## config.mk

```make
export PLATFORM = sky130hd
export DESIGN_NAME = ld_project_flat
export DESIGN_NICKNAME = d
export VERILOG_FILES = /design/src/rtl/ld_project_pkg.sv /design/src/rtl/ld_project_if.sv /design/src/rtl/ld_appliance_unit.sv /design/src/rtl/ld_project.sv /design/src/flat_wrapper.sv
export SDC_FILE = /design/constraint.sdc
export NUM_CORES = 1
export LEC_CHECK = 0
export CAP_MARGIN = 30
export CORE_MARGIN = 3
export CORE_UTILIZATION = 43
export CTS_BUF_LIST = sky130_fd_sc_hd__clkbuf_8
export DETAILED_ROUTE_END_ITERATION = 12
export GPL_ROUTABILITY_DRIVEN = 0
export PLACE_DENSITY = 0.88
export REMOVE_ABC_BUFFERS = 1
export SLEW_MARGIN = 25
export SYNTH_ARGS = -nofsm -noshare
export SYNTH_HDL_FRONTEND = slang
export SYNTH_SLANG_ARGS = --single-unit
```

## constraint.sdc

```tcl
create_clock -name clk -period 4.59 [get_ports clk]
set_clock_uncertainty 0.05 [all_clocks]
set_input_delay 1.377 -clock clk [delete_from_list [all_inputs] [get_ports clk]]
set_output_delay 1.377 -clock clk [all_outputs]
set_load 0.005 [all_outputs]
```

## src/rtl/ld_project_pkg.sv

```systemverilog
// Shared codes and types for the two-home appliance settings controller.
// Optional feature macro: AC_TIMER_COUNTDOWN_EN (AC timer counts down per clock).
package ld_project_pkg;

    localparam int VAL_W = 5;

    typedef enum logic [1:0] {
        DEV_FRIDGE = 2'b00,
        DEV_AC     = 2'b01,
        DEV_WASHER = 2'b10,
        DEV_NONE   = 2'b11
    } dev_e;

    typedef enum logic [1:0] {
        AC_TEMP  = 2'b00,
        AC_CAP   = 2'b01,
        AC_FAN   = 2'b10,
        AC_TIMER = 2'b11
    } ac_func_e;

    typedef enum logic [1:0] {
        FR_TEMP = 2'b00,
        FR_CAP  = 2'b01,
        FR_ICE  = 2'b10,
        FR_NONE = 2'b11
    } fr_func_e;

    // Every setting of one home, as held by one ld_appliance_unit.
    typedef struct packed {
        logic [VAL_W-1:0] fgt;
        logic [VAL_W-1:0] frt;
        logic [VAL_W-1:0] fgc;
        logic [VAL_W-1:0] frc;
        logic             ice;
        logic [VAL_W-1:0] actemp;
        logic [VAL_W-1:0] accap;
        logic [VAL_W-1:0] acfan;
        logic [VAL_W-1:0] actimer;
        logic [VAL_W-1:0] wash;
        logic [VAL_W-1:0] rinse;
        logic [VAL_W-1:0] spin;
        logic [VAL_W-1:0] cloth;
    } unit_regs_t;

    // Washer sub-command decode: s3=0 loads, s3=1 with s5=1 clears, else holds.
    function automatic logic washer_load(input logic s3);
        return ~s3;
    endfunction

    function automatic logic washer_clear(input logic s3, input logic s5);
        return s3 & s5;
    endfunction

endpackage

```

## src/rtl/ld_project_if.sv

```systemverilog
// Select/value bus and settings outputs of the appliance controller.
// master drives selects and values; slave (the controller) drives the settings.
interface ld_project_if;
    import ld_project_pkg::*;

    logic             s0, s1, s2, s3, s4, s5;
    logic [VAL_W-1:0] inp;
    logic [VAL_W-1:0] wash, rinse, spin, cloth;

    logic [VAL_W-1:0] fgt1, fgt2, frt1, frt2;
    logic [VAL_W-1:0] fgc1, fgc2, frc1, frc2;
    logic             ice1, ice2;
    logic [VAL_W-1:0] actemp1, actemp2, accap1, accap2;
    logic [VAL_W-1:0] acfan1, acfan2, actimer1, actimer2;
    logic [VAL_W-1:0] wash_out_1, wash_out_2, rinse_out_1, rinse_out_2;
    logic [VAL_W-1:0] spin_out_1, spin_out_2, cloth_out_1, cloth_out_2;

    modport master (
        output s0, s1, s2, s3, s4, s5, inp, wash, rinse, spin, cloth,
        input  fgt1, fgt2, frt1, frt2, fgc1, fgc2, frc1, frc2, ice1, ice2,
        input  actemp1, actemp2, accap1, accap2, acfan1, acfan2, actimer1, actimer2,
        input  wash_out_1, wash_out_2, rinse_out_1, rinse_out_2,
        input  spin_out_1, spin_out_2, cloth_out_1, cloth_out_2
    );

    modport slave (
        input  s0, s1, s2, s3, s4, s5, inp, wash, rinse, spin, cloth,
        output fgt1, fgt2, frt1, frt2, fgc1, fgc2, frc1, frc2, ice1, ice2,
        output actemp1, actemp2, accap1, accap2, acfan1, acfan2, actimer1, actimer2,
        output wash_out_1, wash_out_2, rinse_out_1, rinse_out_2,
        output spin_out_1, spin_out_2, cloth_out_1, cloth_out_2
    );

endinterface

```

## src/rtl/ld_appliance_unit.sv

```systemverilog
// One home's fridge, AC and washer setting registers, written only when en is high.
// With AC_TIMER_COUNTDOWN_EN the AC timer counts down and clears the fan on expiry.
module ld_appliance_unit
    import ld_project_pkg::*;
(
    input  logic             clk,
    input  logic             rst,
    input  logic             en,
    input  logic [1:0]       dev,
    input  logic [1:0]       func,
    input  logic             sub,
    input  logic [VAL_W-1:0] inp,
    input  logic [VAL_W-1:0] wash,
    input  logic [VAL_W-1:0] rinse,
    input  logic [VAL_W-1:0] spin,
    input  logic [VAL_W-1:0] cloth,
    output unit_regs_t       regs
);

    logic fr_sel, ac_sel, wm_sel;

    // Selects carrying X/Z never compare equal, so unaddressed banks hold.
    always_comb begin
        fr_sel = 1'b0;
        ac_sel = 1'b0;
        wm_sel = 1'b0;
        if (en == 1'b1) begin
            fr_sel = (dev == DEV_FRIDGE);
            ac_sel = (dev == DEV_AC);
            wm_sel = (dev == DEV_WASHER);
        end
    end

    always_ff @(posedge clk or posedge rst) begin
        if (rst) begin
            regs <= '0;
        end else begin
`ifdef AC_TIMER_COUNTDOWN_EN
            // Countdown first; an explicit write below in the same edge overrides it.
            if (regs.actimer != '0) begin
                regs.actimer <= regs.actimer - VAL_W'(1);
            end
            if (regs.actimer == VAL_W'(1)) begin
                regs.acfan <= '0;
            end
`endif
            if (fr_sel == 1'b1) begin
                case (func)
                    FR_TEMP: begin
                        if (sub) regs.frt <= inp;
                        else     regs.fgt <= inp;
                    end
                    FR_CAP: begin
                        if (sub) regs.frc <= inp;
                        else     regs.fgc <= inp;
                    end
                    FR_ICE:  regs.ice <= inp[0];
                    default: ;
                endcase
            end

            if (ac_sel == 1'b1) begin
                case (func)
                    AC_TEMP:  regs.actemp  <= inp;
                    AC_CAP:   regs.accap   <= inp;
                    AC_FAN:   regs.acfan   <= inp;
                    AC_TIMER: regs.actimer <= inp;
                    default:  ;
                endcase
            end

            if (wm_sel == 1'b1) begin
                if (washer_load(func[1]) == 1'b1) begin
                    regs.wash  <= wash;
                    regs.rinse <= rinse;
                    regs.spin  <= spin;
                    regs.cloth <= cloth;
                end else if (washer_clear(func[1], sub) == 1'b1) begin
                    regs.wash  <= '0;
                    regs.rinse <= '0;
                    regs.spin  <= '0;
                    regs.cloth <= '0;
                end
            end
        end
    end

endmodule

```

## src/rtl/ld_project.sv

```systemverilog
// Two-home appliance settings controller top: s2 steers each write to one unit.
// Optional feature macro: AC_TIMER_COUNTDOWN_EN (handled inside ld_appliance_unit).
module ld_project
    import ld_project_pkg::*;
(
    input  logic         clk,
    input  logic         rst,
    ld_project_if.slave  bus
);

    logic [1:0] dev;
    logic [1:0] func;
    logic       en1, en2;
    unit_regs_t u1, u2;

    assign dev  = {bus.s0, bus.s1};
    assign func = {bus.s3, bus.s4};
    assign en1  = (bus.s2 == 1'b0);
    assign en2  = (bus.s2 == 1'b1);

    ld_appliance_unit u_unit1 (
        .clk   (clk),
        .rst   (rst),
        .en    (en1),
        .dev   (dev),
        .func  (func),
        .sub   (bus.s5),
        .inp   (bus.inp),
        .wash  (bus.wash),
        .rinse (bus.rinse),
        .spin  (bus.spin),
        .cloth (bus.cloth),
        .regs  (u1)
    );

    ld_appliance_unit u_unit2 (
        .clk   (clk),
        .rst   (rst),
        .en    (en2),
        .dev   (dev),
        .func  (func),
        .sub   (bus.s5),
        .inp   (bus.inp),
        .wash  (bus.wash),
        .rinse (bus.rinse),
        .spin  (bus.spin),
        .cloth (bus.cloth),
        .regs  (u2)
    );

    assign bus.fgt1        = u1.fgt;
    assign bus.frt1        = u1.frt;
    assign bus.fgc1        = u1.fgc;
    assign bus.frc1        = u1.frc;
    assign bus.ice1        = u1.ice;
    assign bus.actemp1     = u1.actemp;
    assign bus.accap1      = u1.accap;
    assign bus.acfan1      = u1.acfan;
    assign bus.actimer1    = u1.actimer;
    assign bus.wash_out_1  = u1.wash;
    assign bus.rinse_out_1 = u1.rinse;
    assign bus.spin_out_1  = u1.spin;
    assign bus.cloth_out_1 = u1.cloth;

    assign bus.fgt2        = u2.fgt;
    assign bus.frt2        = u2.frt;
    assign bus.fgc2        = u2.fgc;
    assign bus.frc2        = u2.frc;
    assign bus.ice2        = u2.ice;
    assign bus.actemp2     = u2.actemp;
    assign bus.accap2      = u2.accap;
    assign bus.acfan2      = u2.acfan;
    assign bus.actimer2    = u2.actimer;
    assign bus.wash_out_2  = u2.wash;
    assign bus.rinse_out_2 = u2.rinse;
    assign bus.spin_out_2  = u2.spin;
    assign bus.cloth_out_2 = u2.cloth;

endmodule

```

## src/flat_wrapper.sv

```systemverilog
// flat-port wrapper written by rule: the top's interface ports become plain ports
module ld_project_flat import ld_project_pkg::*;
  (clk, rst, bus_s0, bus_s1, bus_s2, bus_s3, bus_s4, bus_s5, bus_inp, bus_wash, bus_rinse, bus_spin, bus_cloth, bus_fgt1, bus_fgt2, bus_frt1, bus_frt2, bus_fgc1, bus_fgc2, bus_frc1, bus_frc2, bus_ice1, bus_ice2, bus_actemp1, bus_actemp2, bus_accap1, bus_accap2, bus_acfan1, bus_acfan2, bus_actimer1, bus_actimer2, bus_wash_out_1, bus_wash_out_2, bus_rinse_out_1, bus_rinse_out_2, bus_spin_out_1, bus_spin_out_2, bus_cloth_out_1, bus_cloth_out_2);
  ld_project_if bus_i ();
  input  logic clk;
  input  logic rst;
  input wire logic [$bits(bus_i.s0)-1:0] bus_s0;
  input wire logic [$bits(bus_i.s1)-1:0] bus_s1;
  input wire logic [$bits(bus_i.s2)-1:0] bus_s2;
  input wire logic [$bits(bus_i.s3)-1:0] bus_s3;
  input wire logic [$bits(bus_i.s4)-1:0] bus_s4;
  input wire logic [$bits(bus_i.s5)-1:0] bus_s5;
  input wire logic [$bits(bus_i.inp)-1:0] bus_inp;
  input wire logic [$bits(bus_i.wash)-1:0] bus_wash;
  input wire logic [$bits(bus_i.rinse)-1:0] bus_rinse;
  input wire logic [$bits(bus_i.spin)-1:0] bus_spin;
  input wire logic [$bits(bus_i.cloth)-1:0] bus_cloth;
  output wire logic [$bits(bus_i.fgt1)-1:0] bus_fgt1;
  output wire logic [$bits(bus_i.fgt2)-1:0] bus_fgt2;
  output wire logic [$bits(bus_i.frt1)-1:0] bus_frt1;
  output wire logic [$bits(bus_i.frt2)-1:0] bus_frt2;
  output wire logic [$bits(bus_i.fgc1)-1:0] bus_fgc1;
  output wire logic [$bits(bus_i.fgc2)-1:0] bus_fgc2;
  output wire logic [$bits(bus_i.frc1)-1:0] bus_frc1;
  output wire logic [$bits(bus_i.frc2)-1:0] bus_frc2;
  output wire logic [$bits(bus_i.ice1)-1:0] bus_ice1;
  output wire logic [$bits(bus_i.ice2)-1:0] bus_ice2;
  output wire logic [$bits(bus_i.actemp1)-1:0] bus_actemp1;
  output wire logic [$bits(bus_i.actemp2)-1:0] bus_actemp2;
  output wire logic [$bits(bus_i.accap1)-1:0] bus_accap1;
  output wire logic [$bits(bus_i.accap2)-1:0] bus_accap2;
  output wire logic [$bits(bus_i.acfan1)-1:0] bus_acfan1;
  output wire logic [$bits(bus_i.acfan2)-1:0] bus_acfan2;
  output wire logic [$bits(bus_i.actimer1)-1:0] bus_actimer1;
  output wire logic [$bits(bus_i.actimer2)-1:0] bus_actimer2;
  output wire logic [$bits(bus_i.wash_out_1)-1:0] bus_wash_out_1;
  output wire logic [$bits(bus_i.wash_out_2)-1:0] bus_wash_out_2;
  output wire logic [$bits(bus_i.rinse_out_1)-1:0] bus_rinse_out_1;
  output wire logic [$bits(bus_i.rinse_out_2)-1:0] bus_rinse_out_2;
  output wire logic [$bits(bus_i.spin_out_1)-1:0] bus_spin_out_1;
  output wire logic [$bits(bus_i.spin_out_2)-1:0] bus_spin_out_2;
  output wire logic [$bits(bus_i.cloth_out_1)-1:0] bus_cloth_out_1;
  output wire logic [$bits(bus_i.cloth_out_2)-1:0] bus_cloth_out_2;
  assign bus_i.s0 = bus_s0;
  assign bus_i.s1 = bus_s1;
  assign bus_i.s2 = bus_s2;
  assign bus_i.s3 = bus_s3;
  assign bus_i.s4 = bus_s4;
  assign bus_i.s5 = bus_s5;
  assign bus_i.inp = bus_inp;
  assign bus_i.wash = bus_wash;
  assign bus_i.rinse = bus_rinse;
  assign bus_i.spin = bus_spin;
  assign bus_i.cloth = bus_cloth;
  assign bus_fgt1 = bus_i.fgt1;
  assign bus_fgt2 = bus_i.fgt2;
  assign bus_frt1 = bus_i.frt1;
  assign bus_frt2 = bus_i.frt2;
  assign bus_fgc1 = bus_i.fgc1;
  assign bus_fgc2 = bus_i.fgc2;
  assign bus_frc1 = bus_i.frc1;
  assign bus_frc2 = bus_i.frc2;
  assign bus_ice1 = bus_i.ice1;
  assign bus_ice2 = bus_i.ice2;
  assign bus_actemp1 = bus_i.actemp1;
  assign bus_actemp2 = bus_i.actemp2;
  assign bus_accap1 = bus_i.accap1;
  assign bus_accap2 = bus_i.accap2;
  assign bus_acfan1 = bus_i.acfan1;
  assign bus_acfan2 = bus_i.acfan2;
  assign bus_actimer1 = bus_i.actimer1;
  assign bus_actimer2 = bus_i.actimer2;
  assign bus_wash_out_1 = bus_i.wash_out_1;
  assign bus_wash_out_2 = bus_i.wash_out_2;
  assign bus_rinse_out_1 = bus_i.rinse_out_1;
  assign bus_rinse_out_2 = bus_i.rinse_out_2;
  assign bus_spin_out_1 = bus_i.spin_out_1;
  assign bus_spin_out_2 = bus_i.spin_out_2;
  assign bus_cloth_out_1 = bus_i.cloth_out_1;
  assign bus_cloth_out_2 = bus_i.cloth_out_2;
  ld_project u_core (.clk(clk), .rst(rst), .bus(bus_i));
endmodule
```

Word-level counts from Yosys, hierarchy flattened:

Cells that the tools add are included.

* register bits: 122
* latch bits: 0
* bits in writable memories: 0
* ROM bits: 0
* bits of input ports: 33
* output and inout bits: 122
* logic and storage cells: 64
* memories: 0

* $add $sub $neg: 0
* multipliers: 0
* divide/modulo/power cells: 0
* magnitude comparators: 0
* equal/unequal tests: 6
* shifts and indexed selects: 0
* mux-type cells: 8
* bitwise gates (word level): 2
* reduce and logical (&&, ||, !) cells: 22

Operators with widths (number)
* $mux W20: 2
* $reduce_and A2 Y1: 12
* $reduce_and A3 Y1: 8
* $eq A2 B2 Y1 const B: 3
* $mux W1: 6
* $eq A2 B1 Y1 const B: 2
* $logic_not A2 Y1: 2
* $ne A2 B1 Y1 const B: 1
* $and A1 B1 Y1: 1
* $not A1 Y1: 1

Longest topological paths before layout:

Gate-level depths: netlist (run 1).

* word-level depth: 3
* gate-level depth with buffers: 4
* mapped depth without buffers: 3

By module:

Synthesis (run 1) repeated with hierarchy kept, for this count alone.

* cells, all modules: 333
* area, all modules: 5023.6 sq um

Modules (own cells, without submodules)
* ld_appliance_unit: instances 2, cells an instance 166, area each 2509.9 sq um, sequential area each 1526.5 sq um
* ld_project: instances 1, cells an instance 1, area each 3.8 sq um, sequential area each 0.0 sq um

Worst setup path after synthesis (run 1):

Ideal clock, no wire load.

* kind: in2reg
* start point: in bus_s0
* end point: reg u_core.u_unit1.regs[41] (netlist bit)
* setup time: 125 ps
* data arrival time: 2377 ps
* data required time: 4415 ps
* setup slack: 2038 ps
* cell stages on the path: 4
* buffers on the path: 1
* cells stage by stage: nor3_2 and4b_1 clkbuf_1 mux2_2

* cells in the longest elaborated chain, start to end: 3

Ends and longest elaborated chain
* from (decl): RTL line flat_wrapper.sv:7 `input wire logic [$bits(bus_i.s0)-1:0] bus_s0;`
* $logic_not A2 Y1: RTL line ld_appliance_unit.sv:28 `fr_sel = (dev == DEV_FRIDGE);`
* $mux W1: RTL line ld_appliance_unit.sv:27 `if (en == 1'b1) begin`
* $reduce_and A3 Y1 (no line)
* to (decl): RTL line ld_appliance_unit.sv:17 `output unit_regs_t regs`

Every way passes these cells.
A chain may end at the register's enable or synchronous reset.

Worst setup path in the final report (run 1):

* start point: in bus_s3
* end point: reg u_core.u_unit2.regs[13] (netlist bit)

* cells in the longest elaborated chain, start to end: 3
* elaborated cells on any way between the ends: 4
* those cells by class: eq/ne: 1; mux: 1; bitwise: 1; reduce/logical: 1

Ends and longest elaborated chain
* from (decl): RTL line flat_wrapper.sv:10 `input wire logic [$bits(bus_i.s3)-1:0] bus_s3;`
* $and A1 B1 Y1: RTL line ld_project_pkg.sv:51 `return s3 & s5;`
* $ne A2 B1 Y1 (no line)
* $reduce_and A2 Y1 (no line)
* to (decl): RTL line ld_appliance_unit.sv:17

Parallel ways exist; a longest one is shown, timed or not.

==> metrics, run 1 <==
core footprint 10600 um2; DRC errors left 0; # nets final 506; wire per inst 19.1 um; total power 0.00316 W; Worst VDD drop 252 uV; Critical Path Slowest Stage Cell sky130_fd_sc_hd__nand4b_1; instance area at placement 6480 um2; initial core utilization 0.454; height of the die 112 um; grt total ovfl 0; dominant cells by area after synthesis sky130_fd_sc_hd__dfrtp_1 64%, sky130_fd_sc_hd__mux2_2 24%, sky130_fd_sc_hd__a22o_1 3.7%; headroom to the max-slew limit 0.431; cell chosen for the clock root sky130_fd_sc_hd__clkbuf_8; post-DR vias/cell 5.13; cell depth of the worst flop-to-flop path 1; CTS tree built; Max Clock Freq 0.320 GHz; summed negative setup slack over all endpoints 0 ns; total of buffers placed on input and output ports 154; Worst-path clk slew 0.07 ns; maxcap violations 0; leading area contributor after synthesis sky130_fd_sc_hd__dfrtp_1; CP Cell Sequence clkdlybuf4s50_1 -> nand2b_1 -> nand4b_1 -> a22o_1; CP Buf/Inv Count 1; number of nets with antenna violations after detailed routing 0; leakage power summed over all cells 3.02 nW; Final setup viols 0; Longest Clk Path Bufs 2; worst hold path depth 1; io pins 155; Post-Synthesis Cells 314; final count of hold timing violations 0; total routing resource utilization after global routing 0.200; vias in the first global route 3420; status finished, final reports clean; Power Dens Cells 457 nW/um2; pin count of the biggest net entering global routing 66; crit path launch type input port; arrival time worst endpoint 3.37 ns; Hold WC Path Type reg2reg; number of antenna violations at the first check in global routing 0; unrepaired setup endpoints after global routing false; number of cells on the critical path 4; vias after detailed routing 3193; count of buffers added by post-CTS timing repair for setup 0; Area growth, synth to finish 44.0%; transition at the pin with the smallest max-transition slack 0.849 ns; H-Tree Depth 4; Data required, critical path 4.83 ns; time the final worst path needs with I/O delays and setup 3.12 ns; area of the die 12400 um2; post-route cell area 6900 um2; sum of net half-perimeters after detailed placement 8450 um; first-pass iteration count of the detailed router 4; period utilisation layout 0.681; worst hold slack after final layout 0.454 ns; die boundary width 112 um; number of register bits inferred by synthesis 122; netlist area before placement 4790 um2; filler instances 761; Largest delay share family, worst path simple AND/OR/NAND/NOR gates; peak per-stage delay on the critical path 0.68 ns; max-slew violation count 0; number of unique standard cell types used by synthesis 21; total CTS buffers 17; diode insertion count for antenna repair 0; fraction of layout instances using a drive strength above 1 0.294; first-pass GRT wire length 19400 um; clock sink count 122; count of hold buffers inserted by post-cts repair 0; nature of the critical path endpoint register; synth warn 0; Clk Latency, worst-skew pair 0.41 ns; Total Wirelength 11900 um; number of rows in the core area 37; post-synthesis sequential area ratio 0.637; largest fanout on the critical path 20; average cell area after synthesis 15.3 um2; share of the synthesized area in the top cell type 0.637; Initial DRC Count 214; post-cts gate resize count 0; type of the worst setup path in2reg
==> cells in the mapped netlist, drive strengths merged <==
| cell | n |
|---|---|
| dfrtp | 122 |
| mux2 | 102 |
| nor2b | 22 |
| a22o | 20 |
| clkbuf | 11 |
| nand2 | 9 |
| buf | 6 |
| nor3b | 4 |
| nor2 | 3 |
| and4b | 2 |
| nand2b | 2 |
| nand3 | 2 |
| nand3b | 2 |
| nor3 | 2 |
| and2b | 1 |
| and4bb | 1 |
| inv | 1 |
| nand4b | 1 |
| nor4bb | 1 |
==> state kept, by name, summed over array words and instances, names as in the netlist <==
register	count
u_core.u_unit2.regs	61
u_core.u_unit1.regs	61
==> cell type report <==
cell class | count | area [um2] | share of cell area
Sequential cell | 122 | 3050 | 0.442
Multi-Input combinational cell | 174 | 1680 | 0.243
Timing Repair Buffer | 157 | 1580 | 0.229
Clock buffer | 19 | 262 | 0.0379
Tap cell | 136 | 170 | 0.0247
Clock inverter | 13 | 151 | 0.0219
Inverter | 1 | 6.26 | 0.000907
==> power by group <==
part           leakage [nW]  total (W)  switching [W]  internal, W
clock                 0.201   0.000976       0.000417     0.000559
combinational          1.27   0.000774       0.000235     0.000539
sequential             1.54    0.00141       0.000118      0.00129
total                  3.02    0.00316       0.000769      0.00239
==> cells in the final DEF, fill, tap and decap left out, types with 3 or more instances in the layout <==
cell type,n
sky130_fd_sc_hd__nor3b_2,3
sky130_fd_sc_hd__mux2_2,102
sky130_fd_sc_hd__bufinv_16,3
sky130_fd_sc_hd__nor2_1,3
sky130_fd_sc_hd__clkdlybuf4s50_1,154
sky130_fd_sc_hd__a22o_1,20
sky130_fd_sc_hd__clkbuf_8,19
sky130_fd_sc_hd__nor2b_1,22
sky130_fd_sc_hd__nand2_1,9
sky130_fd_sc_hd__clkinvlp_4,5
sky130_fd_sc_hd__dfrtp_1,122
sky130_fd_sc_hd__clkinv_2,4
==> path summary, 6_finish.rpt <==
path                                               from                      end  slack (ns)
worst max-delay path                             bus_s3  u_core.u_unit2.regs[13]        1.47
worst min-delay path             u_core.u_unit2.regs[8]   u_core.u_unit2.regs[8]        0.45
worst max register to register  u_core.u_unit1.regs[16]  u_core.u_unit1.regs[16]        3.76
worst min register to register   u_core.u_unit2.regs[8]   u_core.u_unit2.regs[8]        0.45
max in group asynchronous                           rst  u_core.u_unit1.regs[48]        2.26
min in group asynchronous                           rst  u_core.u_unit2.regs[18]        1.42
==> per-stage QoR <==
step	utilization	std cells	setup slack, ns
final	0.654	622	1.47
after global routing	0.654	622	1.32
after CTS	0.653	621	1.49
after detailed placement	0.614	589	1.04
after global placement	0.614	589	1.14
after floorplan	-	297	-0.0795
==> kinds of logic (layout without fill, tap and decap cells) <==
group / Yosys count / count (layout) / synth area share
AO/OA/AOI/OAI: 20 / 20 / 0.0366
buffers and inverters: 18 / 190 / 0.0157
flip-flops: 122 / 122 / 0.637
multiplexers: 102 / 102 / 0.240
AND/OR/NAND/NOR: 52 / 52 / 0.0708
==> routing by layer <==
layer	routed length (um)	track usage
met3	1000	0.0772
met1	5000	0.257
met5	0	0
met2	5770	0.322
met4	94	0.0487
Power figures use the tool's default switching activity.
==> run 2, diff against run 1 <==
Settings changed: CORE_UTILIZATION 43 to 48, PLACE_DENSITY 0.88 to 0.93.
Clock period 4.59 ns to 2.9 ns, I/O delays scaled along.
==> run 2 against run 1 <==
Net effect:
- worst hold slack improved by 0.0020 ns
- setup slack got worse by 0.89 ns
- critical path depth unchanged
- die area decreased by 9.9%
- critical path type unchanged
- largest cell class unchanged
- largest power group unchanged
==> metrics, run 2 (synthesis results as in run 1) <==
Internal Dissipation 0.00385 W; DRC errors left 0; cell chosen for the clock root sky130_fd_sc_hd__clkbuf_8; peak per-stage delay on the critical path 0.65 ns; post-route cell area 7000 um2; power spent charging and discharging nets 0.00123 W; core footprint 9460 um2; worst flop-to-flop path startpoint u_core.u_unit1.regs[22]; nature of the critical path endpoint register; initial core utilization 0.506; Data required, critical path 3.16 ns; registers with the most flip-flops u_core.u_unit1.regs x61, u_core.u_unit2.regs x61; first-pass GRT wire length 20200 um; beginning of the critical path bus_s1; Longest Clk Path Bufs 2; transition at the pin with the smallest max-transition slack 0.704 ns; count of placed standard cells including taps 592; Power Dens Cells 727 nW/um2; Area growth, synth to finish 46.0%; type of the worst setup path in2reg; maxcap violations 0; final count of hold timing violations 0; CTS tree built; Total Wirelength 12400 um; CP Cell Sequence clkdlybuf4s50_1 -> nand3b_1 -> nor3b_2 -> mux2_2; post-DR vias/cell 5.19; headroom to the max-slew limit 0.529; fraction of layout instances using a drive strength above 1 0.305; # nets final 515; io pins 155; instance area at placement 6570 um2; grt total ovfl 0; CP Buf/Inv Count 1; post-cts gate resize count 0; Initial DRC Count 149; final cell count without fillers 624; crit path launch type input port; most used cells in the layout excluding fill and tap cells 154 x sky130_fd_sc_hd__clkdlybuf4s50_1, 122 x sky130_fd_sc_hd__dfrtp_1, 102 x sky130_fd_sc_hd__mux2_2; sum of net half-perimeters after detailed placement 8810 um; Final setup viols 0; Hold Path Origin u_core.u_unit2.regs[17]; vias in the first global route 3666; vias after detailed routing 3237; Largest delay share family, worst path simple AND/OR/NAND/NOR gates; Worst-path clk slew 0.07 ns; wire per inst 19.9 um; commonest non-fill, non-tap cell in the layout sky130_fd_sc_hd__clkdlybuf4s50_1; count of hold buffers inserted by post-cts repair 0; Hold WC Path Type reg2reg; leakage power summed over all cells 3.09 nW; status finished, final reports clean; diode insertion count for antenna repair 0; height of the die 106 um; time the final worst path needs with I/O delays and setup 2.33 ns; total routing resource utilization after global routing 0.234; Max Clock Freq 0.430 GHz; share of total power consumed by net switching 0.243; Clk Latency, worst-skew pair 0.41 ns; largest fanout on the critical path 7; arrival time worst endpoint 2.58 ns; area of the die 11200 um2; total CTS buffers 17; period utilisation layout 0.803; number of antenna violations at the first check in global routing 0; Critical Path Slowest Stage Cell sky130_fd_sc_hd__clkdlybuf4s50_1; clock sink count 122; first-pass iteration count of the detailed router 4; clock network fraction of design power 0.315; Worst VDD drop 455 uV; number of rows in the core area 35; unrepaired setup endpoints after global routing false; number of nets with antenna violations after detailed routing 0; count of buffers added by post-CTS timing repair for setup 0; relative contribution of sequential cells to total power 0.439; die boundary width 106 um; Comb pwr share 0.246; max-slew violation count 0; H-Tree Depth 4; total power 0.00509 W; pin count of the biggest net entering global routing 70; total of buffers placed on input and output ports 154
-- run 2: worst paths after layout --
check / endpoint / slack, ns / cells after the start
worst max-delay path: u_core.u_unit2.regs[31] / 0.57 / 4
worst min-delay path: u_core.u_unit2.regs[17] / 0.46 / 1
worst max register to register: u_core.u_unit1.regs[22] / 2.05 / 1
worst min register to register: u_core.u_unit2.regs[17] / 0.46 / 1
max in group asynchronous: u_core.u_unit2.regs[50] / 1.53 / 3
min in group asynchronous: u_core.u_unit2.regs[11] / 0.67 / 2
-- run 2: stage by stage --
stage / setup TNS [ns] / setup WS, ns / hold slack, ns / utilization
after floorplan: -154.03 / -1.26 / 0.440 / -
after global routing: 0 / 0.487 / 0.472 / 0.740
final: 0 / 0.572 / 0.456 / 0.740
after detailed placement: 0 / 0.146 / 0.432 / 0.694
after global placement: 0 / 0.201 / 0.433 / 0.694
after CTS: 0 / 0.601 / 0.455 / 0.740
-- run 2: per-layer routing --
| layer | vias to the layer above | routed length (um) | GRT usage |
|---|---|---|---|
| li1 | 1450 | - | - |
| met1 | 1635 | 5210 | 0.293 |
| met2 | 139 | 5860 | 0.374 |
| met3 | 13 | 1230 | 0.103 |
| met4 | 0 | 130 | 0.0601 |
| met5 | - | 0 | 0 |
-- run 2: area by class of cell --
type	count	area, um2
Clock inverter	14	180
Fill cell	630	2460
Timing Repair Buffer	166	1670
Sequential cell	122	3050
Multi-Input combinational cell	174	1680
Tap cell	129	161
Inverter	1	6.26
Clock buffer	18	248
-- run 2: power by group through the flow --
stage	combinational (W)	clock (W)	sequential [W]
after global routing	0.00134	0.00171	0.00227
after CTS	0.00127	0.00163	0.00224
after floorplan	0.000351	0	0.00226
after global placement	0.00123	0	0.00223
final	0.00125	0.00160	0.00223
after detailed placement	0.00126	0	0.00226
==> run 3, diff against run 2 <==
Clock period 2.9 ns to 2.42 ns, I/O delays scaled along.
==> run 3 against run 2 <==
Net effect:
- clock-buffer cell count rose by 1
- non-clock buffer count rose by 13
- routed wire length rose by 3.1%
- worst hold slack got worse by 0.0022 ns
- critical path type unchanged
- register-to-register slack got worse by 0.48 ns
- setup slack got worse by 0.27 ns
- total power rose by 22%
- first-iteration DRC count fell by 13%
- core utilization rose by 1.7 points
- sequential share of layout area fell by 0.98 points
==> metrics, run 3 (synthesis results as in run 1) <==
count of buffers added by post-CTS timing repair for setup 0; Max Clock Freq 0.472 GHz; first-pass GRT wire length 20900 um; H-Tree Depth 4; Data required, critical path 2.66 ns; clock sink count 122; Clk Latency, worst-skew pair 0.41 ns; filler instances 611; commonest non-fill, non-tap cell in the layout sky130_fd_sc_hd__clkdlybuf4s50_1; io pins 155; crit path launch type input port; wire per inst 20.1 um; count of hold buffers inserted by post-cts repair 0; instance area at placement 6700 um2; number of antenna violations at the first check in global routing 0; leakage power summed over all cells 3.16 nW; period utilisation layout 0.875; transition at the pin with the smallest max-transition slack 0.710 ns; cell chosen for the clock root sky130_fd_sc_hd__clkbuf_8; final count of hold timing violations 0; post-route cell area 7160 um2; number of rows in the core area 35; Worst-path clk slew 0.08 ns; Longest Clk Path Bufs 2; core footprint 9460 um2; max-slew violation count 0; multi-input gate area in the final layout 1680 um2; registers with the most flip-flops u_core.u_unit1.regs x61, u_core.u_unit2.regs x61; Hold WC Path Type reg2reg; count of placed standard cells including taps 605; status finished, final reports clean; unrepaired setup endpoints after global routing false; DRC errors left 0; Area growth, synth to finish 49.4%; Final setup viols 0; sum of net half-perimeters after detailed placement 9240 um; diode insertion count for antenna repair 0; area of the die 11200 um2; vias in the first global route 3758; arrival time worst endpoint 2.36 ns; largest fanout on the critical path 6; first-pass iteration count of the detailed router 4; final cell count without fillers 637; Initial DRC Count 130; time the final worst path needs with I/O delays and setup 2.12 ns; Worst VDD drop 529 uV; type of the worst setup path in2reg; number of nets with antenna violations after detailed routing 0; sequential cell area 3050 um2; total CTS buffers 17; fraction of layout instances using a drive strength above 1 0.327; total of buffers placed on input and output ports 154; headroom to the max-slew limit 0.525; vias after detailed routing 3362; height of the die 106 um; nature of the critical path endpoint register; total routing resource utilization after global routing 0.242; post-cts gate resize count 0; CTS tree built; grt total ovfl 0; Power Dens Cells 868 nW/um2; Total Wirelength 12800 um; most used cells in the layout excluding fill and tap cells 154 x sky130_fd_sc_hd__clkdlybuf4s50_1, 122 x sky130_fd_sc_hd__dfrtp_1, 102 x sky130_fd_sc_hd__mux2_2; maxcap violations 0; initial core utilization 0.506; # nets final 528; die boundary width 106 um; pin count of the biggest net entering global routing 33; post-DR vias/cell 5.28
-- run 3: cell count changes in the layout (fill, tap and decap cells not counted), moves of 2 or more --
cell / change
sky130_fd_sc_hd__clkinv_2: -3
sky130_fd_sc_hd__buf_12: +3
sky130_fd_sc_hd__buf_4: +10
sky130_fd_sc_hd__inv_1: -2
sky130_fd_sc_hd__inv_6: +2
-- run 3: critical path, cell delays in order --
cell	delay [ns]
sky130_fd_sc_hd__clkdlybuf4s50_1	0.58
sky130_fd_sc_hd__nor3b_2	0.36
sky130_fd_sc_hd__and2b_1	0.31
sky130_fd_sc_hd__mux2_2	0.38
-- run 3: stage by stage --
step                      TNS [ns]  setup slack [ns]  power [W]  hold slack (ns)  utilization
after floorplan            -200.74             -1.60    0.00313            0.440            -
after global placement      -0.328           -0.0342    0.00417            0.432        0.709
after detailed placement     -1.27           -0.0767    0.00425            0.431        0.709
after CTS                        0             0.291    0.00628            0.458        0.756
after global routing             0             0.239    0.00652            0.470        0.756
final                            0             0.303    0.00621            0.453        0.756
-- run 3: area by class of cell --
class	count	share of cell area
Timing Repair Buffer	179	0.252
Clock inverter	13	0.0268
Sequential cell	122	0.427
Inverter	1	0.000874
Tap cell	129	0.0226
Multi-Input combinational cell	174	0.234
Clock buffer	19	0.0365
-- run 3: final timing paths --
kind                       slack, ns                     from  depth (start not counted)                       to
max                             0.30                   bus_s1                          4  u_core.u_unit1.regs[22]
max reg2reg                     1.57  u_core.u_unit1.regs[33]                          1  u_core.u_unit1.regs[33]
max in group asynchronous       1.18                      rst                          3  u_core.u_unit2.regs[24]
min in group asynchronous       0.61                      rst                          2  u_core.u_unit1.regs[18]
min reg2reg                     0.45  u_core.u_unit2.regs[15]                          1  u_core.u_unit2.regs[15]
min                             0.45  u_core.u_unit2.regs[15]                          1  u_core.u_unit2.regs[15]
-- run 3: per-layer routing --
metal / global-route usage / share of wire
met4: 0.0648 / 0.011
met3: 0.113 / 0.11
met2: 0.399 / 0.48
met1: 0.289 / 0.40
met5: 0 / 0
-- run 3: report_power, final --
group | switching (W) | internal, W
Combinational | 0.000483 | 0.00105
Sequential | 0.000231 | 0.00244
Clock | 0.000818 | 0.00119
Total | 0.00153 | 0.00468
==> RTL edit: new RTL, config.mk and constraints of run 1 <==
Set the package constant `VAL_W` to 6 (it was 5).
--- a/src/rtl/ld_project_pkg.sv
+++ b/src/rtl/ld_project_pkg.sv
@@ -4,3 +4,3 @@
 
-    localparam int VAL_W = 5;
+    localparam int VAL_W = 6;
 
Ports: changed (29 resized); port bits go from 155 to 184. The function was not compared with the original's and may differ.
==> RTL edit against run 1 <==
Routed wire length increased by 24%. Synthesized area increased by 19%. Setup slack improved by 0.10 ns. Total power increased by 18%. Sequential cell count increased by 24. Via count increased by 20%. Combinational power increased by 21%. Final area increased by 18%. Critical path depth unchanged.
==> RTL edit: results (changes against run 1) <==
* Worst Hold Class: register to register
* Area contributors post-synth: dfrtp_1 (64%), mux2_2 (24%), a22o_1 (3.7%)
* Share of cells above drive strength 1 at 29.25% (-0.18 points)
* Worst vdd ir at 0.0002832 V (+12%)
* DR WL met3 at 1340 um (+33%)
* Hold slack at 0.4542 ns (+0.0006380 ns)
* Initial antenna violation count at 0 (unchanged)
* Post-DP HPWL at 10,480 um (+24%)
* Top delay family on crit path: simple AND/OR/NAND/NOR gates
* WL met2 at 6964 um (+21%)
* Hold Path Stages at 1 (unchanged)
* Outcome: complete, no violations
* Worst skew pair latency at 0.42 ns
* First-pass GRT wire length at 22,920 um (+18%)
* Drt total wl at 14,690 um (+24%)
* Worst Hold End: u_core.u_unit2.regs[62]$_DFFE_PP0P_
* Setup bufs post-CTS at 0 (unchanged)
* Crit-path max cell delay at 0.63 ns (-0.05 ns)
* Netlist cell types at 19 (-9.5%)
* Met1 usage at 25.83% (+0.12 points)
* Reg2Reg Launch Point: u_core.u_unit1.regs[29]$_DFFE_PP0P_
* Largest net degree at the start of global routing at 77 (+17%)
* Placed standard-cell area at 7719 sq um (+19%)
* Post-Place Setup Slack at 1.104 ns (+0.06383 ns)
* M1 WL at 6183 um (+24%)
* Register area share after synthesis at 64.06% (+0.34 points)
* Vias per inst at 5.164 (+0.60%)
* Arrival @ worst endpoint at 3.29 ns (-0.08 ns)
* Gr ovfl total at 0 (unchanged)
* Overall Global Routing Usage at 20.47% (+0.45 points)
* CTS buffer count at 17 (unchanged)
* Cells after DPL at 711 (+21%)
* Worst Path Max Fanout at 7 (-65%)
* Top Metal Used: met4
* Ys async rst share at 100.0% (unchanged)
* CTS resizes at 0 (unchanged)
* Hold_sp: u_core.u_unit2.regs[62]$_DFFE_PP0P_
* Slowest cell on crit path: clkdlybuf4s50_1
* Worst relative slew slack at 45.16% (+2.1 points)
* Top post-synthesis cells by count: dfrtp_1 (146), mux2_2 (122), nor2b_1 (27)
* Met2 Usage GRT at 32.58% (+0.33 points)
* DRT Pass-1 Iters at 4 (unchanged)
* H-tree depth at 4 (unchanged)
* M3 GR Usage at 8.019% (+0.30 points)
* Reg2Reg Depth at 1 (unchanged)
* Final ANT Viol Nets at 0 (unchanged)
* Nets at 596 (+18%)
* 1st-iter DRT viols at 187 (-13%)
* Vias in the first global route at 4,045 (+18%)
* Reg-to-reg setup timing slack at 3.74 ns (-0.02 ns)
* Fillers at 929 (+22%)
* Reg-to-reg endpoint: u_core.u_unit1.regs[29]$_DFFE_PP0P_
* Port buffer count at 183 (+19%)
* Final Non-Filler Cells at 743 (+19%)
* Synthesized instance count at 373 (+19%)
* LEAKAGE at 3.568 nW (+18%)
* Registers with the highest flip-flop counts: u_core.u_unit1.regs: 73 flops, u_core.u_unit2.regs: 73 flops
==> RTL edit: cell families after synthesis <==
family,Yosys count,synth area share (%)
multiplexers,122,24.09
flip-flops,146,64.06
AND/OR/NAND/NOR,56,6.275
buffers and inverters,25,1.887
AO/OA/AOI/OAI,24,3.686
==> RTL edit: stage by stage <==
stage          total power, W  TNS [ns]
2_1_floorplan        0.001970   -110.96
3_3_place_gp         0.002611         0
3_5_place_dp         0.002653         0
4_1_cts              0.003761         0
5_1_grt              0.003900         0
6_report             0.003715         0
==> RTL edit: how the worst max path moves through the flow <==
| stage | cells past startpoint | slack (ns) | end | startpoint |
|---|---|---|---|---|
| floorplan | 1 | -0.76 | u_core.u_unit1.regs[0]$_DFFE_PP0P_ | rst |
| CTS | 4 | 1.60 | u_core.u_unit1.regs[26]$_DFFE_PP0P_ | bus_s1 |
| finish | 4 | 1.57 | u_core.u_unit1.regs[26]$_DFFE_PP0P_ | bus_s1 |
| global route | 4 | 1.46 | u_core.u_unit1.regs[52]$_DFFE_PP0P_ | bus_s1 |
| global placement | 4 | 1.16 | u_core.u_unit1.regs[53]$_DFFE_PP0P_ | bus_s1 |
| detailed placement | 4 | 1.10 | u_core.u_unit1.regs[26]$_DFFE_PP0P_ | bus_s1 |
==> RTL edit: power breakdown <==
group	leakage (nW)	switching [W]	internal, W	total [W]
clock network	0.214	0.000474	0.000620	0.00109
logic	1.51	0.000290	0.000643	0.000933
registers	1.85	0.000147	0.00154	0.00169
==> RTL edit: layout make-up <==
type | count | area [sq um] | area share (%)
well taps | 172 | 215.2 | 2.636
inverters | 1 | 8.758 | 0.1073
flip-flops and latches | 146 | 3654 | 44.76
multi-input cells | 202 | 1957 | 23.97
clock buffers | 19 | 261.5 | 3.204
repair buffers | 190 | 1884 | 23.08
clock inverters | 13 | 182.7 | 2.238
